`src/rtl/bru_pkg.sv`:
```
// Shared constants and helpers for the branch update unit.
// Used by branch_update_unit and pred_meta_fifo.
package bru_pkg;

    localparam logic [31:0] PC_STEP = 32'd4;

    function automatic int tag_width(input int index_width);
        return 32 - index_width - 2;
    endfunction

endpackage

```
`src/rtl/pred_meta_fifo.sv`:
```
// In-order circular buffer for fetch-time prediction metadata.
// Clear dominates push/pop; a push at full is accepted only with a pop.
module pred_meta_fifo
    import bru_pkg::*;
#(
    parameter int WIDTH = 8,
    parameter int DEPTH = 4
) (
    input  logic                       clk_i,
    input  logic                       rst_i,
    input  logic                       clear_i,
    input  logic                       push_i,
    input  logic                       pop_i,
    input  logic [WIDTH-1:0]           data_i,
    output logic [WIDTH-1:0]           data_o,
    output logic                       full_o,
    output logic                       empty_o,
    output logic [$clog2(DEPTH):0]     count_o
);

    localparam int PTR_W = $clog2(DEPTH);
    localparam int CNT_W = PTR_W + 1;

    logic [WIDTH-1:0] r_mem [DEPTH];
    logic [PTR_W-1:0] r_wr_ptr;
    logic [PTR_W-1:0] r_rd_ptr;
    logic [CNT_W-1:0] r_count;

    logic w_do_push;
    logic w_do_pop;

    assign full_o    = (r_count == CNT_W'(DEPTH));
    assign empty_o   = (r_count == '0);
    assign count_o   = r_count;
    assign data_o    = r_mem[r_rd_ptr];
    assign w_do_pop  = pop_i & ~empty_o;
    assign w_do_push = push_i & (~full_o | w_do_pop);

    // Storage array, written at the tail on an accepted push
    always_ff @(posedge clk_i) begin
        if (w_do_push) begin
            r_mem[r_wr_ptr] <= data_i;
        end
    end

    // Pointers and occupancy; reset and clear empty the buffer
    always_ff @(posedge clk_i) begin
        if (rst_i || clear_i) begin
            r_wr_ptr <= '0;
            r_rd_ptr <= '0;
            r_count  <= '0;
        end else begin
            if (w_do_push) begin
                r_wr_ptr <= r_wr_ptr + PTR_W'(1);
            end
            if (w_do_pop) begin
                r_rd_ptr <= r_rd_ptr + PTR_W'(1);
            end
            r_count <= r_count + CNT_W'(w_do_push) - CNT_W'(w_do_pop);
        end
    end

endmodule

```
`src/rtl/branch_update_unit.sv`:
```
// Commit-side branch resolution: queues IF metadata, detects mispredicts at EX,
// drives the registered EXMEM predictor update bus. Optional: BRU_PERF_CNT_EN.
module branch_update_unit
    import bru_pkg::*;
#(
    parameter int INDEX_WIDTH   = 6,
    parameter int HISTORY_WIDTH = 8,
    parameter int DEPTH         = 4
) (
    input  logic                                clk_i,
    input  logic                                rst_i,
    input  logic                                IF_push_i,
    input  logic [31:0]                         IF_pc_i,
    input  logic                                IF_btb_hit_i,
    input  logic                                IF_prediction_i,
    input  logic [31:0]                         IF_btb_rd_target_i,
    input  logic [HISTORY_WIDTH-1:0]            IF_ghr_data_i,
    output logic                                IF_full_o,
    input  logic                                EX_valid_i,
    input  logic                                EX_is_jmp_i,
    input  logic                                EX_br_taken_i,
    input  logic [31:0]                         EX_target_i,
    output logic [INDEX_WIDTH-1:0]              EXMEM_btb_wr_index_o,
    output logic [tag_width(INDEX_WIDTH)-1:0]   EXMEM_btb_wr_tag_o,
    output logic [31:0]                         EXMEM_btb_wr_target_o,
    output logic [HISTORY_WIDTH-1:0]            EXMEM_pht_wr_index_o,
    output logic                                EXMEM_btb_hit_o,
    output logic                                EXMEM_prediction_o,
    output logic                                EXMEM_br_decision_o,
    output logic                                EXMEM_is_jmp_o,
    output logic [HISTORY_WIDTH-1:0]            EXMEM_ghr_data_o,
    output logic                                MEM_flush_o,
    output logic [31:0]                         MEM_redirect_pc_o,
`ifdef BRU_PERF_CNT_EN
    output logic [31:0]                         perf_br_cnt_o,
    output logic [31:0]                         perf_mis_cnt_o,
`endif
    output logic                                err_underflow_o
);

    localparam int TAG_W = tag_width(INDEX_WIDTH);
    localparam int CNT_W = $clog2(DEPTH) + 1;

    typedef struct packed {
        logic [31:0]              pc;
        logic                     btb_hit;
        logic                     prediction;
        logic [31:0]              btb_target;
        logic [HISTORY_WIDTH-1:0] ghr;
    } pred_meta_t;

    localparam int META_W = $bits(pred_meta_t);

    pred_meta_t               w_push_meta;
    pred_meta_t               w_head;
    logic [META_W-1:0]        w_head_bits;
    logic                     w_full;
    logic                     w_empty;
    logic [CNT_W-1:0]         w_count;
    logic                     w_unused;

    logic                     w_push;
    logic                     w_pop_req;
    logic                     w_pop_fire;
    logic                     w_underflow;
    logic                     w_mis;
    logic                     w_clear;
    logic [31:0]              w_pc_next;
    logic [31:0]              w_redirect;

    logic [INDEX_WIDTH-1:0]   r_btb_idx;
    logic [TAG_W-1:0]         r_btb_tag;
    logic [31:0]              r_btb_tgt;
    logic [HISTORY_WIDTH-1:0] r_pht_idx;
    logic                     r_btb_hit;
    logic                     r_pred;
    logic                     r_decision;
    logic                     r_is_jmp;
    logic [HISTORY_WIDTH-1:0] r_ghr;
    logic                     r_flush;
    logic [31:0]              r_redirect;
    logic                     r_err;

    assign w_push_meta = '{
        pc:         IF_pc_i,
        btb_hit:    IF_btb_hit_i,
        prediction: IF_prediction_i,
        btb_target: IF_btb_rd_target_i,
        ghr:        IF_ghr_data_i
    };

    assign w_head = pred_meta_t'(w_head_bits);

    // While the flush pulse is out, fetch is still on the wrong path
    assign w_push      = IF_push_i & ~r_flush;
    assign w_pop_req   = EX_valid_i & ~r_flush;
    assign w_pop_fire  = w_pop_req & ~w_empty;
    assign w_underflow = w_pop_req & w_empty;
    assign w_clear     = w_pop_fire & w_mis;
    assign w_unused    = ^w_count;

    pred_meta_fifo #(
        .WIDTH (META_W),
        .DEPTH (DEPTH)
    ) u_fifo (
        .clk_i   (clk_i),
        .rst_i   (rst_i),
        .clear_i (w_clear),
        .push_i  (w_push),
        .pop_i   (w_pop_fire),
        .data_i  (w_push_meta),
        .data_o  (w_head_bits),
        .full_o  (w_full),
        .empty_o (w_empty),
        .count_o (w_count)
    );

    assign IF_full_o = w_full;
    assign w_pc_next = w_head.pc + PC_STEP;

    // Mispredict: wrong direction, wrong taken target, or a BTB alias on a non-branch
    always_comb begin
        w_mis = 1'b0;
        if (EX_is_jmp_i) begin
            w_mis = (w_head.prediction != EX_br_taken_i) |
                    (EX_br_taken_i & w_head.prediction &
                     (w_head.btb_target != EX_target_i));
        end else begin
            w_mis = w_head.prediction;
        end
    end

    assign w_redirect = (EX_is_jmp_i & EX_br_taken_i) ? EX_target_i : w_pc_next;

    // Registered EXMEM update bus and MEM redirect; pulses last one cycle
    always_ff @(posedge clk_i) begin
        if (rst_i) begin
            r_btb_idx  <= '0;
            r_btb_tag  <= '0;
            r_btb_tgt  <= '0;
            r_pht_idx  <= '0;
            r_btb_hit  <= 1'b0;
            r_pred     <= 1'b0;
            r_decision <= 1'b0;
            r_is_jmp   <= 1'b0;
            r_ghr      <= '0;
            r_flush    <= 1'b0;
            r_redirect <= '0;
            r_err      <= 1'b0;
        end else begin
            r_is_jmp <= w_pop_fire & EX_is_jmp_i;
            r_flush  <= w_clear;
            if (w_underflow) begin
                r_err <= 1'b1;
            end
            if (w_pop_fire) begin
                r_btb_idx  <= w_head.pc[INDEX_WIDTH+1:2];
                r_btb_tag  <= w_head.pc[31:INDEX_WIDTH+2];
                r_btb_tgt  <= EX_target_i;
                r_pht_idx  <= w_head.pc[HISTORY_WIDTH+1:2];
                r_btb_hit  <= w_head.btb_hit;
                r_pred     <= w_head.prediction;
                r_decision <= EX_br_taken_i;
                r_ghr      <= w_head.ghr;
                r_redirect <= w_redirect;
            end
        end
    end

    assign EXMEM_btb_wr_index_o  = r_btb_idx;
    assign EXMEM_btb_wr_tag_o    = r_btb_tag;
    assign EXMEM_btb_wr_target_o = r_btb_tgt;
    assign EXMEM_pht_wr_index_o  = r_pht_idx;
    assign EXMEM_btb_hit_o       = r_btb_hit;
    assign EXMEM_prediction_o    = r_pred;
    assign EXMEM_br_decision_o   = r_decision;
    assign EXMEM_is_jmp_o        = r_is_jmp;
    assign EXMEM_ghr_data_o      = r_ghr;
    assign MEM_flush_o           = r_flush;
    assign MEM_redirect_pc_o     = r_redirect;
    assign err_underflow_o       = r_err;

`ifdef BRU_PERF_CNT_EN
    logic [31:0] r_br_cnt;
    logic [31:0] r_mis_cnt;

    // Saturating resolved-branch and mispredict counters
    always_ff @(posedge clk_i) begin
        if (rst_i) begin
            r_br_cnt  <= '0;
            r_mis_cnt <= '0;
        end else begin
            if (w_pop_fire && EX_is_jmp_i && r_br_cnt != '1) begin
                r_br_cnt <= r_br_cnt + 32'd1;
            end
            if (w_clear && r_mis_cnt != '1) begin
                r_mis_cnt <= r_mis_cnt + 32'd1;
            end
        end
    end

    assign perf_br_cnt_o  = r_br_cnt;
    assign perf_mis_cnt_o = r_mis_cnt;
`endif

endmodule

```
`config.mk`:
```
export PLATFORM = sky130hd
export DESIGN_NAME = branch_update_unit
export DESIGN_NICKNAME = d
export VERILOG_FILES = /design/src/rtl/bru_pkg.sv /design/src/rtl/pred_meta_fifo.sv /design/src/rtl/branch_update_unit.sv
export SDC_FILE = /design/constraint.sdc
export NUM_CORES = 1
export LEC_CHECK = 0
export ABC_AREA = 0
export CELL_PAD_IN_SITES_DETAIL_PLACEMENT = 0
export CELL_PAD_IN_SITES_GLOBAL_PLACEMENT = 1
export CORE_MARGIN = 2
export CORE_UTILIZATION = 35
export DETAILED_ROUTE_END_ITERATION = 10
export MAX_ROUTING_LAYER = met4
export PLACE_DENSITY = 0.62
export SYNTH_ARGS = -nofsm -noshare
export SYNTH_HDL_FRONTEND = slang
export SYNTH_SLANG_ARGS = --single-unit
```
`constraint.sdc`:
```
create_clock -name clk_i -period 3.85 [get_ports clk_i]
set_clock_uncertainty 0.1 [all_clocks]
set_input_delay 0.385 -clock clk_i [delete_from_list [all_inputs] [get_ports clk_i]]
set_output_delay 0.385 -clock clk_i [all_outputs]
set_load 0.03 [all_outputs]
```
## Word-level counts from Yosys, hierarchy flattened

Memories as Yosys holds them, arrays and structs flattened. A register that Yosys moved wholly into a read port is not among the register bits.
Cells that the tools add are included.

| cells by class | value |
|---|---|
| $add $sub $neg | 5 |
| eq/ne operators | 3 |
| mux-type cells | 6 |
| bitwise logic cells | 16 |
| reduce and logical (&&, ||, !) cells | 2 |

Operators with widths:

| cell | number |
|---|---|
| adder 32 x 3 -> 32 bit (second input constant) | 1 |
| 2-to-1 mux 32 bit | 1 |
| inequality test 32 bit | 1 |
| AND 1 bit | 11 |
| adder 2 x 1 -> 2 bit (second input constant) | 2 |
| 2-to-1 mux 2 bit | 2 |
| adder 3 x 1 -> 3 bit | 1 |
| == test 3 bit (second input constant) | 1 |
| zero test 3 bit | 1 |
| 2-to-1 mux 1 bit | 3 |
| NOT 1 bit | 3 |
| subtractor 3 x 1 -> 3 bit | 1 |
| OR 1 bit | 2 |
| logical OR 1 bit | 1 |
| inequality test 1 bit | 1 |

| storage, ports and cells | value |
|---|---|
| flip-flop bits (word level) | 123 |
| memory bits (writable) | 296 |
| bits of input ports | 112 |
| output and inout port bits | 117 |
| logic and storage cells | 48 |
| memories kept | 1 |

Memory list:

| memory | words | width | read ports | clocked after memory_dff | wr ports | line | RTL |
|---|---|---|---|---|---|---|---|
| u_fifo.r_mem | 4 | 74 | 1 | 1 | 1 | pred_meta_fifo.sv:24 | `logic [WIDTH-1:0] r_mem [DEPTH];` |

## Longest topological paths before layout

Gate-level depths: netlist (run 1).

| depth | value |
|---|---|
| word-level depth | 8 |
| mapped depth | 13 |
| gate-level depth less buffers | 10 |

## Cells and area by module

A second synthesis (run 1) with hierarchy kept.

| second synthesis, totals | value |
|---|---|
| cells, all modules | 1083 |
| area, all modules | 16224.3 um2 |

Modules (own cells, without submodules):

| module | instances | cells each | area an instance (um2) | sequential area each (um2) |
|---|---|---|---|---|
| pred_meta_fifo | 1 | 434 | 11146.9 | 9068.7 |
| branch_update_unit | 1 | 649 | 5077.4 | 2162.1 |

## Worst setup path before layout (run 1)

No wires, ideal clock.

| timing path | value |
|---|---|
| path type | register -> register |
| from | reg u_fifo.r_count[1], in the netlist u_fifo.count_o[1] |
| to | mem u_fifo.r_mem[1][0] (netlist bit) (enable) |
| library setup time | 0.440 ns |
| arrival | 2.891 ns |
| required time | 3.310 ns |
| path slack | 0.419 ns |
| cell stages (with the launch flop) | 5 |
| buffers on the path | 0 |
| period minus slack after synthesis | 3.431 ns |
| cells stage by stage | dfxtp_1 -> inv_1 -> and3_1 -> a21oi_1 -> and2_1 |

| between the ends | value |
|---|---|
| elaborated cells on any way between the ends | 10 |
| classes of those cells | 1 x eq/ne; 2 x mux; 6 x bitwise; 1 x reduce/logical |

RTL lines:

| what | line | RTL |
|---|---|---|
| from (decl) | pred_meta_fifo.sv:27 | `logic [CNT_W-1:0] r_count;` |
| from (signal assigned) | pred_meta_fifo.sv:59 | `r_count <= r_count + CNT_W'(w_do_push) - CNT_W'(w_do_pop);` |
| == test 3 bit | pred_meta_fifo.sv:32 | `assign full_o = (r_count == CNT_W'(DEPTH));` |
| via IF_full_o | branch_update_unit.sv:18 | `output logic IF_full_o,` |
| NOT 1 bit | pred_meta_fifo.sv:37 | `assign w_do_push = push_i & (~full_o \| w_do_pop);` |
| OR 1 bit | pred_meta_fifo.sv:37 |  |
| AND 1 bit | pred_meta_fifo.sv:37 |  |
| via u_fifo.w_do_push | pred_meta_fifo.sv:29 | `logic w_do_push;` |
| 2-to-1 mux 1 bit | pred_meta_fifo.sv:41 | `if (w_do_push) begin` |
| 2-to-1 mux 1 bit (implied by the code) | pred_meta_fifo.sv:42 | `r_mem[r_wr_ptr] <= data_i;` |
| to (decl) | pred_meta_fifo.sv:24 |  |

The timed path passes the listed nets, and every way through them passes these cells.

==> impl_metrics.env, run 1 <==
export IMPL_fin_crit_ns=3.25
export IMPL_fin_nets=1477
export IMPL_drtIter0Drc=729
export IMPL_coreArea_sq_um=46500
export IMPL_io_pins=229
export IMPL_hp_class="in -> reg"
export IMPL_grtUsageTotal=0.189
export IMPL_endpoint_kind="register"
export IMPL_grt_pass1_vias=10100
export IMPL_synthCells=1123
export IMPL_final_cell_mix="296 x edfxtp_1, 227 x clkdlybuf4s50_1, 177 x nand2_1, 115 x dfxtp_1, 112 x a21oi_1"
export IMPL_slew_headroom=0.597
export IMPL_rsz0062_at_grt="false"
export IMPL_synth_area_leader_cell="edfxtp_1"
export IMPL_synth_seq_area_share=0.682
export IMPL_grt_util_met2=0.296
export IMPL_synth_avg_cell_area_sq_um=14.7
export IMPL_post_drt_wl_per_cell_microns=22.8
export IMPL_grt_pass1_wl_mm=66.7
export IMPL_synth_seq_cells=413
export IMPL_crit_required_ns=4.21
export IMPL_clk_latency_ns=0.56
export IMPL_synthArstFlopShare=0
export IMPL_clockBufferDepth=3
export IMPL_final_max_slew_viol_count=0
export IMPL_die_h_microns=221
export IMPL_cts_root_buffer="clkbuf_16"
export IMPL_arrival_ns=3.60
export IMPL_viasPerCell=5.06
export IMPL_nFillCells=4184
export IMPL_seq_area_sq_um=11200
export IMPL_dp_cells=1916
export IMPL_vias=10100
export IMPL_rows=79
export IMPL_cts_resized=0
export IMPL_r2r_slack_ns=0.60
export IMPL_synth_top_area_frac=0.540
export IMPL_drive_gt1_frac=0.116
export IMPL_multi_input_area_sq_um=4790
export IMPL_cts_tree="done"
export IMPL_clkTransAtPathRegs_ns=0.06
export IMPL_die_width_microns=221
export IMPL_start_kind="register"
export IMPL_syn_area_sq_um=16500
export IMPL_period_share=0.844
export IMPL_postRouteAntennaNets=0
export IMPL_synth_flop_cell="edfxtp_1"
export IMPL_cts_setup_buffers=0
export IMPL_routed_wl_mm=45.6
export IMPL_fp_dieArea_sq_um=48800
export IMPL_postCtsHoldBufs=0
export IMPL_grt_max_degree=115
export IMPL_hold_viol_final=0
export IMPL_worstMarginPinSlew_ns=0.599
export IMPL_netlist_top_cells_area="edfxtp_1 54%, dfxtp_1 14%, mux4_2 6.3%"
export IMPL_drc=0
export IMPL_final_common_cell="edfxtp_1"
export IMPL_status="complete, no violations"
export IMPL_grt_busiest_layer="met2"
export IMPL_grt_overflow=0
export IMPL_first_pass_iters=5
export IMPL_start_util=0.354
export IMPL_gp_congestion=0.789
export IMPL_cts_buffers=45
export IMPL_antenna_found_initial=3
export IMPL_area_growth_pct=27.4
export IMPL_yosysWarnings=0
export IMPL_io_buffer_count=228
export IMPL_setup_viol=0
export IMPL_pwr_density_cell_nw_per_um2=653
export IMPL_setup_tns_ns=0
export IMPL_yosys_cell_types_count=51
export IMPL_fmax_mhz=308
export IMPL_clock_sink_count=413
export IMPL_p_leak_uw=0.00689
export IMPL_irDropWorstVdd_v=0.000354
export IMPL_maxCapViolations=0
export IMPL_syn_num_nets=1244
export IMPL_synth_edf_count=296
export IMPL_cts_htree_levels=2
export IMPL_hpwl_mm=31.5
export IMPL_grtUsageMet3=0.0293
export IMPL_cp_max_fo=22
export IMPL_crit_type="reg -> reg"
export IMPL_use_met1=0.257
export IMPL_fin_cells=2001
==> path summary, 6_finish.rpt <==
path                                                  to  cells past startpoint                startpoint
worst min register to register  EXMEM_btb_wr_target_o[2]                      2  EXMEM_btb_wr_target_o[2]
worst max-delay path                            register                      8                  register
worst min-delay path                MEM_redirect_pc_o[6]                      2                     rst_i
worst max register to register                  register                      8                  register
==> critical path, stage by stage, from the launching register on <==
cell       delay, ns
dfxtp_4         0.62
mux4_2          0.60
ha_1            0.28
nand2b_1        0.21
nor4_1          0.30
o2111ai_1       0.20
nor4_2          0.34
a21oi_2         0.17
a211oi_1        0.30
==> final cells by class <==
| cell class | instances | share of cell area |
|---|---|---|
| antenna | 1 | 0.000119 |
| clock buffer | 64 | 0.0620 |
| clock inverter | 20 | 0.00943 |
| inverter | 14 | 0.00263 |
| multi-input combinational | 624 | 0.228 |
| sequential | 413 | 0.536 |
| tap | 607 | 0.0362 |
| timing repair buffer | 258 | 0.125 |
==> cells by family after synthesis <==
kind of cell             after synthesis  share of synthesized area
flip-flops                           413                      0.682
AND/OR/NAND/NOR                      303                     0.0836
AO/OA/AOI/OAI                        165                     0.0562
buffers and inverters                 86                     0.0275
multiplexers                          86                      0.109
XOR/XNOR                              61                     0.0338
adder cells (fa/ha/maj)                9                    0.00730
==> where the power goes <==
part | leakage, uW | switching, uW | total (uW) | internal, uW
Combinational | 0.00249 | 2240 | 3670 | 1430
Clock | 0.000735 | 1710 | 4330 | 2610
Sequential | 0.00367 | 271 | 5710 | 5440
==> flip-flops by register name, indices dropped and copies added (netlist names), 2 cells and up, named ones only <==
name,flops
EXMEM_btb_wr_index_o,5
EXMEM_btb_wr_tag_o,24
EXMEM_btb_wr_target_o,32
EXMEM_ghr_data_o,8
MEM_redirect_pc_o,32
u_fifo.count_o,3
u_fifo.r_mem,296
u_fifo.r_rd_ptr,2
u_fifo.r_wr_ptr,2
==> per-layer routing <==
layer	vias to the layer above	wire length [microns]
met1	5075	20700
met4	0	936
met5	-	0
met3	58	2190
li1	4694	-
met2	306	21800
==> Yosys cell counts, types with 2 or more instances <==
cell type  count
and2_1        10
o21ai_0       13
nand4_1       20
inv_1         12
o211ai_1       2
mux2i_1       16
mux2_2         2
o22ai_1       11
buf_12         4
nand2b_1       2
and4_1         6
edfxtp_1     296
mux4_1        22
a21oi_1      112
nor3_1         7
buf_4         10
a211oi_1      12
o2111ai_1      2
nor2_1        38
buf_6          2
a311oi_1       4
xnor2_1       41
mux4_2        46
nor4_1         3
buf_2         10
or3_1          2
nand2_1      177
dfxtp_1      117
nand3_1       12
nor2b_1        2
and3_1        20
ha_1           8
clkbuf_1      45
o31ai_1        2
xnor2_2        3
xor2_1        17
==> through the flow <==
stage | setup WS (ns) | util | total power, uW | hold WS (ns) | instance area [sq um]
2_1_floorplan | 0.419 | - | 8060 | 0.384 | 16500
3_3_place_gp | 0.644 | 0.419 | 9490 | 0.344 | 19500
3_5_place_dp | 0.621 | 0.419 | 9520 | 0.348 | 19500
4_1_cts | 0.607 | 0.451 | 13900 | 0.0967 | 21000
5_1_grt | 0.397 | 0.451 | 14300 | 0.138 | 21000
6_report | 0.603 | 0.451 | 13700 | 0.119 | 21000
No activity file was read; power rests on OpenSTA's default activity.
==> run 2, diff against run 1 <==
- PLACE_DENSITY: 0.62 -> 0.65
- clock period: 3.85 -> 2.9 ns (I/O delays scaled with it)
==> run 2 against run 1 <==
Effect of this change:
- design area increased by 2.1%
- total power increased by 33%
- worst hold slack improved by 0.12 ns
- sequential share of layout area decreased by 1.1 points
- largest cell class unchanged
- largest power group unchanged
- highest routed layer unchanged
==> impl_metrics.env, run 2 (synthesis results as in run 1) <==
export IMPL_status="complete, no violations"
export IMPL_grt_pass1_vias=10400
export IMPL_clock_sink_count=413
export IMPL_clockBufferDepth=3
export IMPL_largest_reg_flops=296
export IMPL_crit_buf_inv=1
export IMPL_io_pins=229
export IMPL_worstMarginPinSlew_ns=0.695
export IMPL_clk_latency_ns=0.58
export IMPL_cp_top_family="simple AND/OR/NAND/NOR gates"
export IMPL_p_seq_frac=0.413
export IMPL_crit_required_ns=3.28
export IMPL_grtUsageTotal=0.193
export IMPL_postRouteAntennaNets=0
export IMPL_slowest_delay_ns=0.53
export IMPL_gp_congestion=0.776
export IMPL_cts_tree="done"
export IMPL_p_sw_uw=5770
export IMPL_cts_buffers=46
export IMPL_setup_viol=0
export IMPL_post_drt_wl_per_cell_microns=22.8
export IMPL_fmax_mhz=359
export IMPL_start_kind="register"
export IMPL_worstPathCellList="buf_12 > mux4_2 > xnor2_2 > o2111ai_1 > or3_1 > nor4_4 > a21oi_4 > a211oi_1"
export IMPL_final_max_slew_viol_count=0
export IMPL_clkTransAtPathRegs_ns=0.06
export IMPL_maxCapViolations=0
export IMPL_grt_overflow=0
export IMPL_endpoint_kind="register"
export IMPL_regMostFlops="u_fifo.r_mem"
export IMPL_fp_dieArea_sq_um=48800
export IMPL_placed_cell_area_sq_um=19800
export IMPL_power_internal_uw=12500
export IMPL_viasPerCell=5.06
export IMPL_die_h_microns=221
export IMPL_final_cell_mix="296 x edfxtp_1, 227 x clkdlybuf4s50_1, 177 x nand2_1, 114 x dfxtp_1, 112 x a21oi_1"
export IMPL_cp_max_fo=7
export IMPL_drive_gt1_frac=0.147
export IMPL_hp_class="in -> reg"
export IMPL_die_width_microns=221
export IMPL_grt_pass1_wl_mm=68.4
export IMPL_hpwl_mm=31.8
export IMPL_rsz0062_at_grt="false"
export IMPL_vias=10400
export IMPL_area_growth_pct=30.1
export IMPL_switching_share=0.315
export IMPL_fin_nets=1520
export IMPL_routed_wl_mm=46.7
export IMPL_crit_type="reg -> reg"
export IMPL_drc=0
export IMPL_io_buffer_count=228
export IMPL_crit_slowest_cell="mux4_2"
export IMPL_first_pass_iters=5
export IMPL_grt_max_degree=115
export IMPL_clkPwrFrac=0.302
export IMPL_pwr_density_cell_nw_per_um2=854
export IMPL_arrival_ns=3.16
export IMPL_period_share=0.960
export IMPL_hold_viol_final=0
export IMPL_coreArea_sq_um=46500
export IMPL_fin_area_sq_um=21400
export IMPL_rows=79
export IMPL_cts_htree_levels=2
export IMPL_irDropWorstVdd_v=0.000566
export IMPL_antenna_found_initial=7
export IMPL_final_common_cell="edfxtp_1"
export IMPL_cts_root_buffer="clkbuf_16"
export IMPL_slew_headroom=0.537
export IMPL_p_leak_uw=0.00713
export IMPL_whs_ns=0.238
export IMPL_setup_tns_ns=0
export IMPL_fin_crit_ns=2.78
export IMPL_combPwrFrac=0.284
export IMPL_start_util=0.354
export IMPL_drtIter0Drc=862
==> run 2: changes by cell type in the layout (fill, tap and decap cells not counted), sizes merged <==
cell / previous run / this run
buf: 31 / 71
clkinv: 14 / 19
diode: 1 / 5
bufinv: 4 / 2
clkbuf: 64 / 62
clkinvlp: 1 / 2
dlygate4sd3: 0 / 1
inv: 15 / 16
==> run 2: through the flow <==
stage	total power [uW]	worst slack, ns	std cells	utilization
after CTS	18500	0.0195	2038	0.458
after global routing	19100	0.00350	2049	0.461
after global placement	12800	0.0345	1951	0.427
after floorplan	10700	-0.000115	1123	-
after detailed placement	12900	-0.0120	1951	0.427
final	18300	0.116	2049	0.461
==> run 2: layout make-up <==
cell class              instances  area (sq um)
multi-input cells             624          4880
repair buffers                300          3040
clock inverters                25           190
fillers                      4178         25000
well taps                     607           759
clock buffers                  61          1240
diodes                          5          12.5
inverters                      14          55.1
flip-flops and latches        413         11200
==> run 2: power by group through the flow <==
stage          registers, uW  clock network (uW)  logic [uW]
2_1_floorplan           8220                   0        2480
3_3_place_gp            7670                   0        5150
3_5_place_dp            7700                   0        5170
4_1_cts                 7580                5670        5200
5_1_grt                 7640                5910        5590
6_report                7560                5530        5200
==> run 2: path summary, 6_finish.rpt <==
| kind | cells after the start | endpoint | start | slack, ns |
|---|---|---|---|---|
| setup / recovery | 8 | u_fifo.r_wr_ptr[1] | register | 0.12 |
| hold / removal | 1 | u_fifo.r_mem[1][39] | IF_btb_rd_target_i[31] | 0.24 |
| setup reg to reg | 8 | u_fifo.r_wr_ptr[1] | register | 0.12 |
| hold reg to reg | 2 | EXMEM_ghr_data_o[0] | EXMEM_ghr_data_o[0] | 0.35 |
==> run 2: repair_timing <==
action	CTS	global route
endpoints found under the setup margin	5	12
resized for setup	2	7
pin swaps	0	4
hold buffers	1	0
gates cloned	0	1
buffers inserted	0	5
hold endpoints to repair	9	0
==> run 2: routing by layer <==
| layer | part of all wire | vias up | GRT usage |
|---|---|---|---|
| li1 | - | 4790 | - |
| met1 | 0.44 | 5210 | 0.258 |
| met2 | 0.48 | 314 | 0.303 |
| met3 | 0.052 | 59 | 0.0382 |
| met4 | 0.021 | 0 | 0.0541 |
| met5 | 0 | - | - |
==> run 3, diff against run 2 <==
- CORE_UTILIZATION: 35 -> 41
- PLACE_DENSITY: 0.65 -> 0.74
- SYNTH_HIERARCHICAL: default -> 1
==> run 3 against run 2 <==
Effect of this change:
- global-route usage up 2.4 points
- combinational power up 6.5%
- flip-flop and latch count unchanged
- critical path type unchanged
- total power up 0.91%
- highest routed layer unchanged
- cell count down 5.0%
- design area down 1.1%
- utilization up 8.5 points
- register-to-register slack worse by 0.07 ns
- synthesized cell count down 3.6%
- sequential power up 2%
- non-clock buffer count up 33
==> impl_metrics.env, run 3 <==
export IMPL_status="complete, no violations"
export IMPL_endpoint_kind="register"
export IMPL_hpwl_mm=30.4
export IMPL_whs_ns=0.287
export IMPL_netlist_top_cells_area="edfxtp_1 55%, dfxtp_1 14%, mux4_2 10%"
export IMPL_clkPwrFrac=0.281
export IMPL_gp_congestion=0.809
export IMPL_synth_edf_count=296
export IMPL_final_max_slew_viol_count=0
export IMPL_setup_ws_ns=0.0450
export IMPL_crit_required_ns=3.25
export IMPL_nFillCells=3168
export IMPL_power_internal_uw=12600
export IMPL_grt_max_degree=76
export IMPL_cts_tree="done"
export IMPL_slew_headroom=0.423
export IMPL_grt_pass1_wl_mm=64.4
export IMPL_drtIter0Drc=778
export IMPL_syn_area_sq_um=16200
export IMPL_synth_avg_cell_area_sq_um=15.0
export IMPL_start_kind="register"
export IMPL_vias=10400
export IMPL_routed_wl_mm=44.1
export IMPL_drive_gt1_frac=0.192
export IMPL_antenna_found_initial=4
export IMPL_switching_share=0.316
export IMPL_area_growth_pct=30.6
export IMPL_cp_max_fo=6
export IMPL_period_share=0.984
export IMPL_die_h_microns=203
export IMPL_clkTransAtPathRegs_ns=0.06
export IMPL_crit_type="reg -> reg"
export IMPL_io_pins=229
export IMPL_final_cell_mix="296 x edfxtp_1, 227 x clkdlybuf4s50_1, 183 x nand2_1, 114 x dfxtp_1, 92 x buf_4"
export IMPL_cts_htree_levels=2
export IMPL_netlist_top_cells_count="296 x edfxtp_1, 183 x nand2_1, 117 x dfxtp_1, 86 x a21oi_1, 74 x mux4_2"
export IMPL_synth_area_leader_cell="edfxtp_1"
export IMPL_viasPerCell=5.35
export IMPL_grt_pass1_vias=10200
export IMPL_total_power_uw=18500
export IMPL_multi_input_area_sq_um=4710
export IMPL_maxCapViolations=0
export IMPL_synth_flop_cell="edfxtp_1"
export IMPL_r2r_slack_ns=0.05
export IMPL_grtUsageTotal=0.218
export IMPL_largest_reg_flops=296
export IMPL_start_util=0.418
export IMPL_synth_seq_area_share=0.692
export IMPL_p_sw_uw=5820
export IMPL_clockBufferDepth=3
export IMPL_yosysWarnings=6
export IMPL_cts_root_buffer="clkbuf_16"
export IMPL_setup_viol=0
export IMPL_coreArea_sq_um=38800
export IMPL_syn_num_nets=1203
export IMPL_synth_top_area_frac=0.548
export IMPL_synthCells=1083
export IMPL_post_drt_wl_per_cell_microns=22.7
export IMPL_final_util=0.546
export IMPL_postRouteAntennaNets=0
export IMPL_pwr_density_cell_nw_per_um2=871
export IMPL_hold_viol_final=0
export IMPL_rsz0062_at_grt="true"
export IMPL_yosys_cell_types_count=58
export IMPL_p_seq_frac=0.419
export IMPL_irDropWorstVdd_v=0.000580
export IMPL_die_width_microns=203
export IMPL_cts_buffers=44
export IMPL_io_buffer_count=228
export IMPL_worstMarginPinSlew_ns=0.865
export IMPL_dp_slack_ns=-0.0584
export IMPL_final_common_cell="edfxtp_1"
export IMPL_fp_dieArea_sq_um=41200
export IMPL_p_leak_uw=0.00706
export IMPL_yosysMostFrequentCell="edfxtp_1"
export IMPL_grt_overflow=0
export IMPL_fin_crit_ns=2.85
export IMPL_fmax_mhz=350
export IMPL_synthArstFlopShare=0
export IMPL_combPwrFrac=0.300
export IMPL_seq_area_sq_um=11200
export IMPL_clk_latency_ns=0.53
export IMPL_fin_nets=1513
export IMPL_drc=0
export IMPL_setup_tns_ns=0
export IMPL_arrival_ns=3.21
export IMPL_hp_class="in -> reg"
export IMPL_regMostFlops="u_fifo/r_mem"
export IMPL_rows=72
export IMPL_synth_seq_cells=413
export IMPL_clock_sink_count=413
export IMPL_first_pass_iters=5
## run 3: changes by cell type after synthesis, moves of 11 or more
cell,change
mux4_1,-22
a31oi_1,+11
xor2_1,+28
mux4_2,+28
xnor2_1,-31
a21oi_1,-26
mux2i_1,-14
## run 3: critical path, cell delays in order (launching register included)
cell	delay, ns
dfxtp_4	0.40
buf_8	0.15
clkbuf_16	0.15
mux4_2	0.50
xor2_1	0.20
nor4_2	0.31
nand4_1	0.17
nor2_2	0.22
o31ai_2	0.11
nor2_1	0.10
buf_4	0.14
nand2_1	0.06
mux2i_1	0.15
## run 3: cell type report
type,count,share of cell area
antenna,4,0.000472
clock buffer,57,0.0557
clock inverter,20,0.00703
inverter,9,0.00171
multi-input combinational,592,0.222
sequential,413,0.531
tap,518,0.0306
timing repair buffer,333,0.152
## run 3: what timing repair did
item	CTS	global route
endpoints found under the setup margin	4	14
gates cloned	0	1
pin swaps	0	11
hold buffers	0	0
setup buffers	0	17
gates resized for setup	4	17
## run 3: worst paths after layout
check	from	end	depth (start not counted)
setup / recovery	register	u_fifo/r_wr_ptr[1]	12
hold / removal	rst_i	MEM_redirect_pc_o[9]	4
setup reg to reg	register	u_fifo/r_wr_ptr[1]	12
hold reg to reg	EXMEM_ghr_data_o[2]	EXMEM_ghr_data_o[2]	2
## run 3: logic make-up after synthesis
| kind of cell | count (synthesis) | share of synthesized area |
|---|---|---|
| AND/OR/NAND/NOR | 317 | 0.0924 |
| buffers and inverters | 78 | 0.0263 |
| AO/OA/AOI/OAI | 136 | 0.0488 |
| flip-flops | 413 | 0.692 |
| multiplexers | 76 | 0.104 |
| XOR/XNOR | 55 | 0.0297 |
| adder cells (fa/ha/maj) | 8 | 0.00663 |
## run 3: layer usage
metal  up-vias  routed length (microns)  GRT usage
met5         -                        0          -
met4         0                     1390     0.0774
met3        74                     2600     0.0343
met2       352                    21200      0.340
met1      5262                    18900      0.292
li1       4715                        -          -
## run 3: power groups by stage
stage / clock [uW] / sequential (uW) / combinational [uW]
global route: 5540 / 7800 / 5920
floorplan: 0 / 8400 / 2540
CTS: 5310 / 7730 / 5400
finish: 5190 / 7730 / 5540
global placement: 0 / 7820 / 5310
detailed placement: 0 / 7850 / 5360
## run 3: through the flow
stage	instances	cell area, sq um
finish	1946	21200
detailed placement	1847	19600
floorplan	1083	16200
global placement	1847	19600
global route	1946	21200
CTS	1924	20900
